--- config.mk ---
export PLATFORM = sky130hd
export DESIGN_NAME = contador_varredura
export DESIGN_NICKNAME = d
export VERILOG_FILES = /design/src/rtl/contador_varredura.sv
export SDC_FILE = /design/constraint.sdc
export NUM_CORES = 1
export LEC_CHECK = 0
export CORE_MARGIN = 4
export CORE_UTILIZATION = 30
export CTS_CLUSTER_SIZE = 28
export DETAILED_ROUTE_END_ITERATION = 10
export MAX_ROUTING_LAYER = met4
export SETUP_SLACK_MARGIN = 0.05
export SLEW_MARGIN = 20
export SYNTH_ARGS = -nofsm -noshare
export SYNTH_HDL_FRONTEND = slang
export SYNTH_SLANG_ARGS = --single-unit
--- constraint.sdc ---
create_clock -name clock -period 2.64 [get_ports clock]
set_input_delay 0.66 -clock clock [delete_from_list [all_inputs] [get_ports clock]]
set_output_delay 0.66 -clock clock [all_outputs]
set_load 0.02 [all_outputs]
--- src/rtl/contador_varredura.sv ---
// Display-scan sequencer: prescaled 2-bit digit index for the 7-segment decoder
// plus active-low one-hot anodes with a blanking window at the start of each slot.
module contador_varredura #(
    parameter int DIV_WIDTH    = 16,
    parameter int DIV_MAX      = 49999,
    parameter int BLANK_CYCLES = 4
) (
    input  logic       clock,
    input  logic       reset,
    input  logic       habilita,
    input  logic       congela,
    output logic       saida1Contador,
    output logic       saida2Contador,
    output logic [3:0] anodo,
    output logic       tick
);

    localparam logic [DIV_WIDTH-1:0] DIV_MAX_W = DIV_WIDTH'(DIV_MAX);
    localparam logic [DIV_WIDTH-1:0] BLANK_W   = DIV_WIDTH'(BLANK_CYCLES);

    logic [DIV_WIDTH-1:0] presc_reg, presc_next;
    logic [1:0]           idx_reg, idx_next;
    logic [3:0]           anodo_reg, anodo_next;
    logic                 tick_reg, tick_next;
    logic [3:0]           onehot_n;

    // Active-low decode of the index the display will show after this edge.
    genvar gi;
    generate
        for (gi = 0; gi < 4; gi++) begin : g_dec
            assign onehot_n[gi] = (idx_next != 2'(gi));
        end
    endgenerate

    always_comb begin
        presc_next = presc_reg;
        idx_next   = idx_reg;
        tick_next  = 1'b0;
        if (habilita && !congela) begin
            if (presc_reg == DIV_MAX_W) begin
                presc_next = '0;
                idx_next   = idx_reg + 2'd1;
                tick_next  = 1'b1;
            end else begin
                presc_next = presc_reg + 1'b1;
            end
        end
        // Blanking uses the next-state prescaler, so a frozen slot keeps its lit/dark state.
        if (!habilita || (presc_next < BLANK_W)) begin
            anodo_next = 4'b1111;
        end else begin
            anodo_next = onehot_n;
        end
    end

    always_ff @(posedge clock or posedge reset) begin
        if (reset) begin
            presc_reg <= '0;
            idx_reg   <= 2'b00;
            anodo_reg <= 4'b1111;
            tick_reg  <= 1'b0;
        end else begin
            presc_reg <= presc_next;
            idx_reg   <= idx_next;
            anodo_reg <= anodo_next;
            tick_reg  <= tick_next;
        end
    end

    assign saida1Contador = idx_reg[1];
    assign saida2Contador = idx_reg[0];
    assign anodo          = anodo_reg;
    assign tick           = tick_reg;

endmodule

==> metrics.txt, run 1 <==
status=finished, final reports clean; syn_nets=roughly 140; max FFs per register=16; Resized cells post-CTS=0; RSZ-0062 raised after global routing=no; Antenna Nets Post-Route=0; ys async rst share=100%; worst hold path class=register to register; Req. time, crit path=around 2800 ps; Slew headroom=a little under three quarters; CP Launch Type=input port; Die W=around 74 um; first-pass GRT wire length=between 4000 and 5000 um; vias in the first global route=between 900 and 1k; Cell Chain, Critical Path=clkdlybuf4s50_1 -> and2b_4 -> nand3_4 -> or4_4 -> a21oi_2 -> nand4_2 -> nand4_1; Final TNS setup=0 ps; CTS buffer count=3; Post-route DRC=0; count of warnings emitted by yosys=0; GR met2 Demand/Resource=between 15 and 20%; CP Capture Type=register; global-route usage over all layers=roughly an eighth; top cell type's share of synthesized area=a little over a third; via-per-instance ratio=roughly 5.3; antenna violations before repair=0; CTS H-tree depth=1; Clock Root Buffer=clkbuf_8; total of max-cap violations=0; Tmin final=roughly 2300 ps; CP Max Fanout=5; Final GP Congestion=between 0.9 and 1; DRT Wirelength=2730 um; Layout Nets=around 150; Final Skew=between 3 and 4 ps; # rows=23; grt ovf=0; met1 Use GR=between 15 and 20%; largest area contributor in the netlist=dfrtp_1; CP max stage cell=clkdlybuf4s50_1; Final Hold Fails=0; boundary pin count=11; library cells used by synthesis=43; CTS clk-pin slew, worst paths=approximately 80 ps; pwr/cell area=between 500 and 600 nW/um2; Chip Height=approximately 74 um; Setup CP Type=input port to register; Die ar.=about 5500 um2; core area=4120 um2; Starting Density=a little under a third; PortBufs=10; Synth Flop Type=dfrtp_1; # fillers=approximately 420; met3 global-route usage=between 3 and 4%; worst skew pair latency=260 ps; largest net degree at the start of global routing=24; ANT cells=0; hpwl dp=between 2000 and 2500 um; Synth area leaders=dfrtp_1 36%, xnor2_1 9.4%, dfstp_2 8.1%, nor3_1 3.5%, nor2_1 3.2%; Top Usage Layer GRT=met2; DR iter-0 viols=73; Syn Std Cell Area=about 1300 um2; CTS sink count=23; Post-Syn Area per Cell=between 9 and 10 um2; Least-Margin Pin Slew=~420 ps; Pre-antenna DRT Iters=4; P_leak=between 0.6 and 0.7 nW; Routed WL per cell=14.2 um; CTS tree=built; clock buffer depth=2; fin util=36.4%; Final setup viols=0; count leader, synth=dfrtp_1; maximum vdd drop=approximately 330 uV; fin crit share=about nine tenths; Final Max Slew Viols=0; sequential area share after synthesis=about 45%; number of post-CTS setup repair buffers=0; Max stage delay on crit path=approximately 560 ps; WP buf/inv=1; number of synthesized register bits=23; Syn Inst Count=approximately 130; CP delay by family, top=simple AND/OR/NAND/NOR gates; Post-CTS Hold Buffers=0; share of cells above drive strength 1=between 10% and 20%; number of synthesized flops with an enable pin=0; worst path arrival time=between 2000 and 3000 ps; Post-synth top cells=19 x dfrtp_1, 14 x xnor2_1, 11 x nor2_1; vias=slightly above 1k; Layout Area Growth over Synthesis=14.8%; maximum clock rate=roughly 430 MHz
==> layout make-up <==
cell class              count  area, um2  share of cell area, %
inverters                   4       15.0                   1.00
clock inverters             1       5.00                  0.334
multi-input cells          97        662                   44.2
clock buffers               3       41.3                   2.76
well taps                  50       62.6                   4.18
repair buffers             14        130                   8.70
flip-flops and latches     23        581                   38.8
==> through the flow <==
stage,std cells,power (mW),hold WS (ps),worst slack [ps],area (um2)
floorplan,131,0.567,472,629,1300
global placement,188,0.578,481,102,1450
detailed placement,188,0.584,491,19.8,1450
CTS,192,0.804,513,306,1500
global route,192,0.850,532,185,1500
finish,192,0.795,519,292,1500
==> routing by layer <==
layer  vias to the layer above  routed length (um)
li1                        496                   -
met2                        15                1310
met5                         -                   0
met1                       495                1310
met3                         4                  78
met4                         0                  28
==> path summary, 6_finish.rpt <==
kind | cells past startpoint | start | slack [ps] | end
max in group asynchronous | 3 | reset | 1620 | anodo[3]$_DFF_PP1_
min | 1 | idx_reg[1]$_DFF_PP0_ | 520 | anodo[3]$_DFF_PP1_
max reg2reg | 7 | presc_reg[0]$_DFFE_PP0P_ | 450 | anodo[3]$_DFF_PP1_
max | 7 | habilita | 290 | anodo[3]$_DFF_PP1_
min reg2reg | 1 | idx_reg[1]$_DFF_PP0_ | 520 | anodo[3]$_DFF_PP1_
min in group asynchronous | 3 | reset | 730 | presc_reg[0]$_DFFE_PP0P_
==> where the power goes <==
part | switching (mW) | internal, mW | leakage (nW)
registers | 0.0705 | 0.385 | 0.295
logic | 0.0634 | 0.0589 | 0.287
clock network | 0.111 | 0.105 | 0.0255
total | 0.245 | 0.550 | 0.608
==> cells in the final DEF, fill, tap and decap left out, types with 2 or more instances in the layout <==
master,netlist,layout
buf_4,1,4
dfstp_2,4,4
nor2_1,11,11
dfrtp_1,19,19
and3_1,3,3
nand4b_1,4,4
xnor2_1,14,14
o31ai_1,2,2
a21o_1,2,2
nand2_1,10,10
clkbuf_8,0,3
clkdlybuf4s50_1,0,10
xor2_1,3,3
nand3_1,5,5
nor4_1,3,3
a21oi_1,2,2
nor3_1,9,9
inv_1,4,4
nand4_1,6,6
==> logic make-up (layout without fill, tap and decap cells) <==
group / after synthesis / after routing / share of synthesized area (%)
DFF: 23 / 23 / 44.5
buffers and inverters: 11 / 22 / 4.70
muxes: 1 / 1 / 0.768
adders and majority gates: 1 / 1 / 0.960
and+or+nand+nor: 63 / 63 / 28.8
AOI/OAI and AO/OA: 15 / 15 / 8.83
xor gates and xnor gates: 17 / 17 / 11.4
No activity file was read; power rests on OpenSTA's default activity.
==> inputs of run 2 (changes only) <==
--- a/config.mk
+++ b/config.mk
@@ -9,7 +9,6 @@
 export CORE_UTILIZATION = 30
 export CTS_CLUSTER_SIZE = 28
 export DETAILED_ROUTE_END_ITERATION = 10
-export MAX_ROUTING_LAYER = met4
 export SETUP_SLACK_MARGIN = 0.05
 export SLEW_MARGIN = 20
 export SYNTH_ARGS = -nofsm -noshare
==> run 2 against run 1 <==
Non-clock buffer count is the same. Die area is the same. Clock skew is essentially flat. Sequential power is essentially flat. Largest power group unchanged.
==> metrics.txt, run 2 (synthesis gave the netlist of run 1 again) <==
status=finished, final reports clean; max FFs per register=16 (unchanged); number of post-CTS setup repair buffers=0 (unchanged); final instance area=1500 um2 (unchanged); maximum clock rate=426 MHz (about the same); global-route usage over all layers=11.4% (-0.33 points); Worst R2R Start=presc_reg[0]$_DFFE_PP0P_; CTS buffer count=3 (unchanged); Final setup viols=0 (unchanged); worst path arrival time=2550 ps (about the same); commonest non-fill, non-tap cell in the layout=dfrtp_1; fin crit share=88.9% (about the same); hold_sp=idx_reg[1]$_DFF_PP0_; Final TNS setup=0 ps (unchanged); antenna violations before repair=0 (unchanged); worst hold path class=register to register; P_leak=0.608 nW (unchanged); CTS sink count=23 (unchanged); RSZ-0062 raised after global routing=no; Clock Root Buffer=clkbuf_8; Post-route DRC=0 (unchanged); # rows=23 (unchanged); first-pass GRT wire length=4830 um (+0.44%); via-per-instance ratio=5.31 (+0.99%); CP Max Fanout=5 (unchanged); CTS H-tree depth=1 (unchanged); crit path from=habilita; Antenna Nets Post-Route=0 (unchanged); PortBufs=10 (unchanged); ANT cells=0 (unchanged); vias=1020 (+0.99%); Final Hold Fails=0 (unchanged); DR iter-0 viols=84 (+15%); Final Max Slew Viols=0 (unchanged); Tmin final=2350 ps (-0.233 ps); Resized cells post-CTS=0 (unchanged); core area=4120 um2 (unchanged); Die W=73.9 um (unchanged); Layout Nets=148 (unchanged); Req. time, crit path=2840 ps (about the same); Setup CP Type=input port to register; most frequent cells in the layout=19 x dfrtp_1, 14 x xnor2_1, 11 x nor2_1; Routed WL per cell=14.2 um (+0.18%); pwr/cell area=531 nW/um2 (about the same); # fillers=421 (unchanged); Slew headroom=71.4% (-0.11 points); total of max-cap violations=0 (unchanged); DRT Wirelength=2730 um (+0.18%); CTS clk-pin slew, worst paths=80 ps (about the same); Pre-antenna DRT Iters=4 (unchanged); share of cells above drive strength 1=14.8% (unchanged); Placed Area=1450 um2 (unchanged); Chip Height=73.9 um (unchanged); boundary pin count=11 (unchanged); Final GP Congestion=0.948 (-1.8%); largest net degree at the start of global routing=24 (unchanged); Layout Area Growth over Synthesis=14.8% (unchanged); maximum vdd drop=333 uV (about the same); clock buffer depth=2 (unchanged); Least-Margin Pin Slew=425 ps (+1.65 ps); worst skew pair latency=260 ps (about the same); hpwl dp=2040 um (unchanged); Starting Density=31.7% (unchanged); Post-CTS Hold Buffers=0 (unchanged); vias in the first global route=992 (-0.30%); Die ar.=5460 um2 (unchanged); Final Skew=4.09 ps (+0.444 ps); grt ovf=0 (unchanged); CP Launch Type=input port; CTS tree=built; CP Capture Type=register
run 2: cell counts in the layout (fill, tap and decap cells not counted):
No cell type changed its count.
run 2: worst paths after layout:
path                                       endpoint  slack [ps]  depth (start not counted)
setup / recovery                 anodo[3]$_DFF_PP1_         290                          7
hold / removal                   anodo[3]$_DFF_PP1_         520                          1
setup reg to reg                 anodo[3]$_DFF_PP1_         440                          7
hold reg to reg                  anodo[3]$_DFF_PP1_         520                          1
max in group asynchronous        anodo[3]$_DFF_PP1_        1620                          3
min in group asynchronous  presc_reg[0]$_DFFE_PP0P_         730                          3
run 2: per-layer routing:
metal | track usage [%] | wire length, um | part of all wire (%)
met3 | 3.15 | 80 | 2.9
met5 | 0 | 0 | 0
met1 | 15.6 | 1320 | 48
met4 | 3.62 | 40 | 1.5
met2 | 17.3 | 1290 | 47
run 2: layout make-up:
class                           instances  area, um2  share of cell area [%]
Tap cell                               50       62.6                    4.18
Clock inverter                          1       5.00                   0.334
Timing Repair Buffer                   14        130                    8.70
Sequential cell                        23        581                    38.8
Multi-Input combinational cell         97        662                    44.2
Inverter                                4       15.0                    1.00
Clock buffer                            3       41.3                    2.76
run 2: where the power goes:
group          total, mW  internal [mW]  switching (mW)  leakage [nW]
clock network      0.216          0.105           0.111        0.0255
logic              0.123         0.0589          0.0637         0.287
registers          0.455          0.385          0.0700         0.295
total              0.794          0.550           0.245         0.608
run 2: metrics by stage:
step	util (%)	std cells	total power [mW]	worst slack, ps	hold slack [ps]
after CTS	36.4	192	0.804	306	513
after global placement	35.2	188	0.578	102	481
after floorplan	-	131	0.567	629	472
final	36.4	192	0.794	292	516
after detailed placement	35.2	188	0.584	19.8	491
after global routing	36.4	192	0.850	170	532
run 2: critical path, stage by stage:
cell             delay (ps)
clkdlybuf4s50_1         560
and2b_4                 230
nand3_4                  80
or4_4                   520
a21oi_2                 170
nand4_2                 170
nand4_1                 150
==> inputs of run 3 (changes only) <==
--- a/config.mk
+++ b/config.mk
@@ -5,6 +5,7 @@
 export SDC_FILE = /design/constraint.sdc
 export NUM_CORES = 1
 export LEC_CHECK = 0
+export ABC_CLOCK_PERIOD_IN_PS = 2640
 export CORE_MARGIN = 4
 export CORE_UTILIZATION = 30
 export CTS_CLUSTER_SIZE = 28
==> results of run 3 <==
Final layout, timing and power as in run 2 (identical DEF).
